### src/rtl/led_scan_sequencer_if.sv
// Control and status bundle between the LED scan sequencer and its driver.
// The sequencer connects through the slave modport and the driver through the master modport.
interface led_scan_sequencer_if;
    logic       i_Enable;
    logic [1:0] i_Mode;
    logic       i_Step;
    logic       i_Load;
    logic [3:0] i_Load_Value;
    logic [3:0] o_LED_Value;
    logic       o_Dir;
    logic       o_Step_Tick;
    logic       o_Wrap;

    modport master (
        output i_Enable, i_Mode, i_Step, i_Load, i_Load_Value,
        input  o_LED_Value, o_Dir, o_Step_Tick, o_Wrap
    );

    modport slave (
        input  i_Enable, i_Mode, i_Step, i_Load, i_Load_Value,
        output o_LED_Value, o_Dir, o_Step_Tick, o_Wrap
    );
endinterface

### src/rtl/led_scan_sequencer.sv
// Generates the 4-bit LED position index. A prescaler produces step events, and the mode
// selects hold, rotate up, rotate down or bounce.
module led_scan_sequencer #(
    parameter int unsigned CLKS_PER_STEP = 10_000_000,
    parameter int unsigned CNT_WIDTH     = 24
) (
    input logic                 i_Clk,
    input logic                 i_Rst_n,
    led_scan_sequencer_if.slave bus
);
    typedef enum logic [1:0] {
        ModeHold   = 2'b00,
        ModeUp     = 2'b01,
        ModeDown   = 2'b10,
        ModeBounce = 2'b11
    } mode_e;

    localparam logic [CNT_WIDTH-1:0] CntLast = CNT_WIDTH'(CLKS_PER_STEP - 1);

    logic [CNT_WIDTH-1:0] cnt_q;
    logic [3:0]           led_q;
    logic                 dir_q;
    logic                 tick_q;
    logic                 wrap_q;
    logic                 auto_step;
    logic                 step;
    mode_e                mode;

    assign mode      = mode_e'(bus.i_Mode);
    assign auto_step = bus.i_Enable && (cnt_q == CntLast);
    // A manual step coincident with an automatic one still moves the index only once.
    assign step      = auto_step || bus.i_Step;

    always_ff @(posedge i_Clk or negedge i_Rst_n) begin
        if (!i_Rst_n) begin
            cnt_q  <= '0;
            led_q  <= 4'd0;
            dir_q  <= 1'b1;
            tick_q <= 1'b0;
            wrap_q <= 1'b0;
        end else begin
            tick_q <= 1'b0;
            wrap_q <= 1'b0;
            if (bus.i_Load) begin
                led_q <= bus.i_Load_Value;
                cnt_q <= '0;
            end else begin
                if (bus.i_Enable) begin
                    cnt_q <= auto_step ? '0 : cnt_q + 1'b1;
                end
                if (step) begin
                    unique case (mode)
                        ModeHold: ;
                        ModeUp: begin
                            dir_q  <= 1'b1;
                            led_q  <= led_q + 4'd1;
                            tick_q <= 1'b1;
                            wrap_q <= (led_q == 4'd15);
                        end
                        ModeDown: begin
                            dir_q  <= 1'b0;
                            led_q  <= led_q - 4'd1;
                            tick_q <= 1'b1;
                            wrap_q <= (led_q == 4'd0);
                        end
                        ModeBounce: begin
                            tick_q <= 1'b1;
                            // Reverse on the end LED itself so neither end dwells.
                            if (dir_q && led_q == 4'd15) begin
                                led_q  <= 4'd14;
                                dir_q  <= 1'b0;
                                wrap_q <= 1'b1;
                            end else if (!dir_q && led_q == 4'd0) begin
                                led_q  <= 4'd1;
                                dir_q  <= 1'b1;
                                wrap_q <= 1'b1;
                            end else if (dir_q) begin
                                led_q <= led_q + 4'd1;
                            end else begin
                                led_q <= led_q - 4'd1;
                            end
                        end
                        default: ;
                    endcase
                end
            end
        end
    end

    assign bus.o_LED_Value = led_q;
    assign bus.o_Dir       = dir_q;
    assign bus.o_Step_Tick = tick_q;
    assign bus.o_Wrap      = wrap_q;
endmodule

### src/flat_wrapper.sv
// flat-port wrapper written by rule: the top's interface ports become plain ports
module led_scan_sequencer_flat 
#(
    parameter int unsigned CLKS_PER_STEP = 10_000_000,
    parameter int unsigned CNT_WIDTH     = 24
)
  (i_Clk, i_Rst_n, bus_i_Enable, bus_i_Mode, bus_i_Step, bus_i_Load, bus_i_Load_Value, bus_o_LED_Value, bus_o_Dir, bus_o_Step_Tick, bus_o_Wrap);
  led_scan_sequencer_if bus_i ();
  input logic i_Clk;
  input logic i_Rst_n;
  input wire logic [$bits(bus_i.i_Enable)-1:0] bus_i_Enable;
  input wire logic [$bits(bus_i.i_Mode)-1:0] bus_i_Mode;
  input wire logic [$bits(bus_i.i_Step)-1:0] bus_i_Step;
  input wire logic [$bits(bus_i.i_Load)-1:0] bus_i_Load;
  input wire logic [$bits(bus_i.i_Load_Value)-1:0] bus_i_Load_Value;
  output wire logic [$bits(bus_i.o_LED_Value)-1:0] bus_o_LED_Value;
  output wire logic [$bits(bus_i.o_Dir)-1:0] bus_o_Dir;
  output wire logic [$bits(bus_i.o_Step_Tick)-1:0] bus_o_Step_Tick;
  output wire logic [$bits(bus_i.o_Wrap)-1:0] bus_o_Wrap;
  assign bus_i.i_Enable = bus_i_Enable;
  assign bus_i.i_Mode = bus_i_Mode;
  assign bus_i.i_Step = bus_i_Step;
  assign bus_i.i_Load = bus_i_Load;
  assign bus_i.i_Load_Value = bus_i_Load_Value;
  assign bus_o_LED_Value = bus_i.o_LED_Value;
  assign bus_o_Dir = bus_i.o_Dir;
  assign bus_o_Step_Tick = bus_i.o_Step_Tick;
  assign bus_o_Wrap = bus_i.o_Wrap;
  led_scan_sequencer #(.CLKS_PER_STEP(CLKS_PER_STEP), .CNT_WIDTH(CNT_WIDTH)) u_core (.i_Clk(i_Clk), .i_Rst_n(i_Rst_n), .bus(bus_i));
endmodule
### config.mk
export PLATFORM = sky130hd
export DESIGN_NAME = led_scan_sequencer_flat
export DESIGN_NICKNAME = d
export VERILOG_FILES = /design/src/rtl/led_scan_sequencer_if.sv /design/src/rtl/led_scan_sequencer.sv /design/src/flat_wrapper.sv
export SDC_FILE = /design/constraint.sdc
export NUM_CORES = 1
export LEC_CHECK = 0
export ABC_AREA = 1
export ABC_CLOCK_PERIOD_IN_PS = 2300
export CAP_MARGIN = 25
export CORE_MARGIN = 3
export CORE_UTILIZATION = 30
export DETAILED_ROUTE_END_ITERATION = 12
export MAX_ROUTING_LAYER = met4
export PLACE_DENSITY = 0.5
export SETUP_SLACK_MARGIN = 0.5
export SYNTH_ARGS = -nofsm -noshare
export SYNTH_HDL_FRONTEND = slang
export SYNTH_SLANG_ARGS = --single-unit
### constraint.sdc
create_clock -name i_Clk -period 2.3 [get_ports i_Clk]
set_input_delay 0.345 -clock i_Clk [delete_from_list [all_inputs] [get_ports i_Clk]]
set_output_delay 0.345 -clock i_Clk [all_outputs]
set_load 0.005 [all_outputs]
* Word-level counts from Yosys, hierarchy flattened
Cells that the tools add are included.
Operators by class: $add $sub $neg 3, bitwise logic cells 1, equality and inequality tests 6, reduce and logical (&&, ||, !) cells 13, mux-type cells 20
Operator list (number):
- two-way mux 24 bit | 3
- adder 24 x 1 -> 24 bit (second input constant) | 1
- equality test 24 bit (second input constant) | 1
- two-way mux 4 bit | 5
- case mux 4 bit (3 select lines) | 1
- two-way mux 1 bit | 9
- case mux 1 bit (3 select lines) | 2
- adder 4 x 1 -> 4 bit (second input constant) | 1
- equality test 2 bit (second input constant) | 2
- equality test 4 bit (second input constant) | 1
- logical NOT 4 bit | 1
- AND reduction 4 bit | 1
- nonzero test 2 bit | 2
- nonzero test 4 bit | 1
- subtractor 4 x 1 -> 4 bit (second input constant) | 1
- logical AND 1 bit | 3
- != test 3 x 1 -> 1 bit (second input constant) | 1
- nonzero test 3 bit | 1
- OR reduction 3 bit | 1
- equality test 2 x 1 -> 1 bit (second input constant) | 1
- AND reduction 2 bit | 1
- logical NOT 1 bit | 1
- logical OR 1 bit | 1
- NOT 1 bit | 1
Word-level totals: output and inout bits 7, register bits 31, word-level logic and storage cells 48, bits of input ports 11

* Logic depth before layout (Yosys ltp)
Gate-level depths: netlist of the first run.
depth in word-level cells 7, depth in mapped cells 11, mapped depth without buffers 11

* Worst setup path after synthesis of the first run
OpenSTA, ideal clock, no wires.
path type reg2reg, start point register u_core.cnt_q[0], end point register u_core.cnt_q[20], library setup time 0.126 ns, slack 0.740 ns, required time 2.174 ns, stages on the path, launching flop included 11, arrival time 1.433 ns, cells stage by stage dfrtp_1 ha_1 nand2_1 nor2_8 nand3_2 nor2_2 nand2_2 nand2_2 nor2_1 nand3_1 o21ai_0
On the way: word-level cells in the longest chain between the ends 5, elaborated cells on any way between the ends 6, classes of those cells add/sub: 1; eq/ne: 1; mux: 3; reduce/logical: 1
RTL lines:
- start, declared | RTL line led_scan_sequencer.sv:20 | logic [CNT_WIDTH-1:0] cnt_q;
- start signal, assigned | RTL line led_scan_sequencer.sv:49 | cnt_q <= auto_step ? '0 : cnt_q + 1'b1;
- branches (longest 2 deep; another with adder 24 x 1 -> 24 bit)
- two-way mux 24 bit * | RTL line led_scan_sequencer.sv:49
- two-way mux 24 bit * | RTL line led_scan_sequencer.sv:48 | if (bus.i_Enable) begin
- two-way mux 24 bit * | RTL line led_scan_sequencer.sv:44 | if (bus.i_Load) begin
Every way passes the cells marked *. The select of a mux whose other input is x is not followed. A chain may end at the register's enable or synchronous reset.

* Worst setup path after layout of the first run
start point register u_core.dir_q, in the netlist u_core.bus.o_Dir, end point output bus_o_Dir
RTL lines:
- start, declared | RTL line led_scan_sequencer.sv:22 | logic dir_q;
- start signal, assigned | RTL line led_scan_sequencer.sv:38 | dir_q <= 1'b1;
- start signal, assigned | RTL line led_scan_sequencer.sv:55 | dir_q <= 1'b1;
- start signal, assigned | RTL line led_scan_sequencer.sv:61 | dir_q <= 1'b0;
- end, declared | RTL line flat_wrapper.sv:17 | output wire logic [$bits(bus_i.o_Dir)-1:0] bus_o_Dir;
No word-level cell between the ends.

==> flow_summary_export.csv, run 1 <==
group,metric,value,unit
logic_synthesis,synthAdderAreaFrac,2.240,%
floorplanning,start_util,31.84,%
setup_path,cp.required,1960,ps
cts,cts.htree.levels,2,
logic_synthesis,yosysUniqueCellTypes,34,
cells_and_area,drive_above_1_share,12.09,%
cts,root_buffer,"clkbuf_8",
timing,tightest_slew,448.5,ps
logic_synthesis,yosys.area_share.simple,45.18,%
floorplanning,coreArea,7019,sq um
timing,fin_ws,593.4,ps
floorplanning,die_w,92.31,um
detailed_routing,routed_wirelength,6239,um
detailed_routing,drtPass1Iterations,5,
timing,period_share,74.20,%
logic_synthesis,synth_area_leaders,"dfrtp_1 34%, nand2_1 16%, nor2_1 9.2%",
logic_synthesis,synth_area,2235,sq um
global_route,grt_pass1_vias,2052,
place,place_hpwl,4787,um
cells_and_area,area_growth,20.32,%
power,irDropWorstVdd,0.2139,mV
logic_synthesis,syn_inst,336,
cts,insertion_delay,280,ps
logic_synthesis,synth_top_cell_by_area,"dfrtp_1",
timing,hold_viol,0,
timing,skew,4.485,ps
logic_synthesis,synth_edf_count,0,
floorplanning,die_h,92.31,um
cts,clock_path_buffers,2,
power,powerDensity,497.2,nW/um^2
logic_synthesis,synth-main-ff-cell,"dfrtp_1",
setup_path,cp_num_buf_inv,1,
logic_synthesis,synth.top_cell.area_share,33.59,%
cts,clock_sinks,31,
cells_and_area,nets,378,
detailed_routing,ant_nets,0,
logic_synthesis,synthMuxAreaShare,0,%
place,io_buffers,17,
setup_path,r2r_cells,10,
setup_path,critPathSlowestCell,"dfstp_2",
min_path,hp-class,"primary input to async pin",
global_route,gr-usage-all-layers,15.86,%
logic_synthesis,synth_top_family_by_area,"simple AND/OR/NAND/NOR gates",
timing,fin_crit,1707,ps
cts,path_clk_slew,60,ps
run,max_cap_violations,0,
setup_path,cpPeakStageDelay,570,ps
timing,setup_violations,0,
setup_path,cp_max_fo,5,
setup_path,worstPathArrival,1360,ps
timing,setup_tns,0,ps
outcome,status,"complete, no violations",
place,gp_congestion,0.9152,
floorplanning,row_count,30,
global_route,antenna_found_initial,0,
cells_and_area,diodes,0,
timing,drv_slew,0,
cells_and_area,mostFrequentLayoutCells,"95 x nand2_1, 54 x nor2_1, 35 x inv_1, 28 x nand3_1, 28 x dfrtp_1",
setup_path,regToRegEndpoint,"u_core.cnt_q[20]",
setup_path,cp_top_family,"flip-flops",
place,place_ws,170.6,ps
logic_synthesis,syn_avg_cell_area,6.651,sq um
cts,cts_tree,"yes",
timing,slew_headroom,70.07,%
floorplanning,die_area,8520,sq um
setup_path,r2r-start,"u_core.cnt_q[1]",
setup_path,start_kind,"register",
timing,rsz0062_at_grt,"true",
logic_synthesis,synth-warning-count,0,
detailed_routing,wl_per_cell,13.56,um
detailed_routing,drc,0,
detailed_routing,vias,2213,
logic_synthesis,synthXorXnorAreaFrac,1.960,%
setup_path,crit_path_cell_trace,"clkdlybuf4s50_1",
global_route,grt_max_degree,32,
logic_synthesis,seq_area_frac_synth,34.77,%
detailed_routing,first_iter_violations,187,
logic_synthesis,async_flop_share,100.0,%
floorplanning,ios,18,
global_route,grt_pass1_wl,10450,um
setup_path,reg2reg_slack,630,ps
logic_synthesis,synth_compound_area_share,8.399,%
setup_path,worstSetupPathType,"register to output pin",
timing,hold_slack,469.6,ps
timing,fmax,586.0,MHz
global_route,grt-ovfl-total,0,
detailed_routing,drt-vias-per-instance,4.811,
cells_and_area,final_common_cell,"nand2_1",
setup_path,endpoint_kind,"output pin",
power,p_leak,1.229,nW
cts,cts_buffers,5,
logic_synthesis,syn-num-nets,351,
logic_synthesis,ys_seq_elements,31,
-- Yosys cell counts (all sizes together), types with 2 or more instances --
master and count:
a21oi 14, buf 3, clkbuf 2, dfrtp 30, ha 4, inv 37, nand2 102, nand3 31
nand4 12, nor2 61, nor3 11, o211a 2, o21a 2, o21ai 13, xor2 4
-- worst max-delay path by stage --
stage	start	endpoint	slack, ps	cells past startpoint
floorplan	u_core.cnt_q[0]	u_core.cnt_q[20]	740	10
finish	u_core.bus.o_Dir	bus_o_Dir	590	1
CTS	u_core.bus.o_LED_Value[2]	bus_o_LED_Value[2]	530	1
global placement	bus_i_Enable	u_core.cnt_q[9]	200	10
global route	u_core.cnt_q[1]	u_core.cnt_q[20]	470	10
detailed placement	bus_i_Enable	u_core.cnt_q[20]	170	10
-- layer usage --
| metal | part of all wire (%) | global-route usage, % |
|---|---|---|
| met5 | 0 | - |
| met4 | 1.3 | 4.950 |
| met3 | 5.1 | 2.193 |
| met2 | 40 | 20.73 |
| met1 | 53 | 24.75 |
-- layout make-up --
cell class | count | area (sq um)
timing repair buffer | 25 | 232.7
multi-input combinational | 262 | 1313
fill | 763 | 4330
clock buffer | 8 | 100.1
tap | 96 | 120.1
sequential | 31 | 779.5
inverter | 38 | 143.9
-- worst register-to-register path, delay by kind of cell, from the launching register on --
family | cells | cell delay [ps]
compound gates | 1 | 80
flops | 1 | 370
simple gates | 8 | 910
fa+ha+maj | 1 | 200
-- registers in the layout, summed over array words and instances (netlist names) --
signal                  count
u_core.bus.o_Dir            1
u_core.bus.o_LED_Value      4
u_core.bus.o_Step_Tick      1
u_core.cnt_q               24
u_core.bus.o_Wrap           1
-- where the power goes --
| part | internal, mW | switching [mW] | leakage [nW] |
|---|---|---|---|
| sequential | 0.570 | 0.0347 | 0.418 |
| combinational | 0.113 | 0.143 | 0.760 |
| clock | 0.273 | 0.204 | 0.0515 |
| total | 0.955 | 0.382 | 1.23 |
-- cell families (layout without fill, tap and decap cells) --
kind of cell             count (synthesis)  after routing
XOR/XNOR                                 5              5
buffers and inverters                   43             71
flip-flops                              31             31
adder cells (fa/ha/maj)                  4              4
AO/OA/AOI/OAI                           33             33
AND/OR/NAND/NOR                        220            220
-- per-stage QoR --
step	power, mW	utilization [%]	area (sq um)	std cells
floorplan	0.7501	-	2235	336
global placement	0.8643	36.19	2540	449
detailed placement	0.8630	36.19	2540	449
CTS	1.351	37.79	2653	458
global route	1.410	38.31	2689	460
finish	1.337	38.31	2689	460
-- repair_timing --
item                       in CTS  in global routing
pin swaps                       0                  1
resized for setup               1                  8
setup endpoints to repair      10                 16
cloned                          0                  0
buffers inserted                1                  2
hold buffers                    0                  0
No activity file was read; power rests on OpenSTA's default activity.
==> run 2: changes to the inputs <==
--- a/config.mk
+++ b/config.mk
@@ -6,7 +6,7 @@
 export NUM_CORES = 1
 export LEC_CHECK = 0
 export ABC_AREA = 1
-export ABC_CLOCK_PERIOD_IN_PS = 2300
+export ABC_CLOCK_PERIOD_IN_PS = 1700
 export CAP_MARGIN = 25
 export CORE_MARGIN = 3
 export CORE_UTILIZATION = 30
==> constraint.sdc (replaced) <==
create_clock -name i_Clk -period 1.7 [get_ports i_Clk]
set_input_delay 0.255 -clock i_Clk [delete_from_list [all_inputs] [get_ports i_Clk]]
set_output_delay 0.255 -clock i_Clk [all_outputs]
set_load 0.005 [all_outputs]
==> flow_summary_export.csv, run 2 (synthesis results as in run 1) <==
group,metric,value,unit
power,p_leak,1.567,nW
timing,period_share,93.29,%
cells_and_area,largest_register_ffs,24,
cts,path_clk_slew,70,ps
cells_and_area,area_growth,47.14,%
detailed_routing,ant_nets,0,
global_route,grt_max_degree,32,
cells_and_area,mostFrequentLayoutCells,"85 x nand2_1, 49 x buf_4, 36 x nor2_1, 32 x inv_1, 25 x nand3_1",
setup_path,critPathLaunch,"u_core.cnt_q[1]",
setup_path,reg2reg_slack,110,ps
setup_path,worstSetupPathType,"register to register",
setup_path,endpoint,"u_core.cnt_q[9]",
floorplanning,row_count,30,
global_route,gr-usage-all-layers,17.03,%
floorplanning,die_w,92.31,um
global_route,grt_pass1_vias,2313,
timing,setup_violations,0,
detailed_routing,drtPass1Iterations,4,
setup_path,start_kind,"register",
timing,tightest_slew,411.1,ps
detailed_routing,wl_met1,3254,um
setup_path,cp.required,1870,ps
run,max_cap_violations,0,
setup_path,cp_max_fo,4,
cts,root_buffer,"clkbuf_8",
setup_path,endpoint_kind,"register",
min_path,hp-class,"primary input to async pin",
timing,setup_tns,0,ps
cts,cts_tree,"yes",
detailed_routing,drt-vias-per-instance,4.688,
cells_and_area,fin_util,46.84,%
setup_path,r2r_cells,8,
detailed_routing,top_layer,"met4",
detailed_routing,drc,0,
global_route,grt_pass1_wl,11260,um
detailed_routing,routed_wirelength,6844,um
cells_and_area,fillerInstances,732,
cells_and_area,drive_above_1_share,36.32,%
cts,cts_hold_buf,0,
cts,insertion_delay,290,ps
cts,clock_sinks,31,
place,gp_congestion,0.8594,
cells_and_area,nets,427,
timing,hold_viol,0,
detailed_routing,routed-wl-met3,297,um
detailed_routing,wl_per_cell,13.45,um
timing,slew_headroom,72.59,%
detailed_routing,first_iter_violations,183,
cells_and_area,top_register,"u_core.cnt_q",
detailed_routing,vias,2386,
floorplanning,die_h,92.31,um
cells_and_area,diodes,0,
timing,hold_slack,372.9,ps
place,place_hpwl,4856,um
cts,clock_path_buffers,2,
timing,rsz0062_at_grt,"true",
power,p_total,1.860,mW
cts,cts.htree.levels,2,
power,powerDensity,565.8,nW/um^2
setup_path,regToRegEndpoint,"u_core.cnt_q[9]",
timing,fmax,630.5,MHz
outcome,status,"complete, no violations",
setup_path,worstPathArrival,1760,ps
floorplanning,ios,18,
floorplanning,die_area,8520,sq um
detailed_routing,met2_length,3179,um
global_route,antenna_found_initial,0,
timing,drv_slew,0,
timing,fin_crit,1586,ps
global_route,grt-ovfl-total,0,
floorplanning,coreArea,7019,sq um
power,irDropWorstVdd,0.2215,mV
timing,skew,6.051,ps
floorplanning,start_util,31.84,%
cells_and_area,final_common_cell,"nand2_1",
cts,cts_buffers,5,
setup_path,r2r-start,"u_core.cnt_q[1]",
place,io_buffers,17,
[run 2: cell types whose count changed in the layout (fill, tap and decap cells not counted), sizes merged]
cell,previous run,this run
buf,8,59
clkdlybuf4s50,16,9
dlygate4sd2,0,2
clkbuf,8,9
clkdlybuf4s15,0,1
clkinv,1,2
clkinvlp,0,1
inv,37,36
[run 2: final cells by class]
class                           count  area [sq um]  share of cell area, %
Clock buffer                        7         76.32                  2.321
Inverter                           38         152.6                  4.642
Sequential cell                    31         790.8                  24.05
Timing Repair Buffer               74         620.6                  18.87
Multi-Input combinational cell    262          1523                  46.31
Tap cell                           96         120.1                  3.653
Clock inverter                      1         5.005                 0.1522
[run 2: report_power, final]
part | internal (mW) | total [mW] | switching (mW) | leakage [nW]
Sequential | 0.770 | 0.802 | 0.0316 | 0.403
Clock | 0.287 | 0.563 | 0.277 | 0.0422
Combinational | 0.245 | 0.495 | 0.249 | 1.12
Total | 1.30 | 1.86 | 0.558 | 1.57
[run 2: what timing repair did]
item / in CTS / in global routing
pin swaps: 20 / 15
buffers inserted: 22 / 14
setup endpoints to repair: 38 / 37
gates cloned: 0 / 0
gates resized for setup: 67 / 33
[run 2: how the worst min path moves through the flow]
stage          cells past startpoint                   endpoint
2_1_floorplan                      0  u_core.bus.o_LED_Value[0]
3_3_place_gp                       2           u_core.cnt_q[23]
3_5_place_dp                       2           u_core.cnt_q[23]
4_1_cts                            2           u_core.cnt_q[21]
5_1_grt                            2           u_core.cnt_q[12]
6_report                           2          u_core.bus.o_Wrap
[run 2: metrics by stage]
stage / cells / cell area [sq um] / setup slack, ps
3_3_place_gp: 465 / 2705 / 5.161
4_1_cts: 495 / 3105 / 152.7
2_1_floorplan: 336 / 2280 / 236.4
5_1_grt: 509 / 3288 / 27.89
3_5_place_dp: 465 / 2705 / 7.027
6_report: 509 / 3288 / 114.0
[run 2: critical path: stages, from the launching register on]
cell and delay (ps):
dfrtp_1 390, buf_4 130, nand2_1 110, nor2_4 220, nand2_2 80, nor3_2 190, nand3_1 160, o21ai_2 140
a21oi_1 50
[run 2: metal layers]
layer	GRT usage, %	vias up
met1	24.22	1098
met4	4.208	0
met5	-	-
met2	25.26	43
met3	2.843	10
li1	-	1235
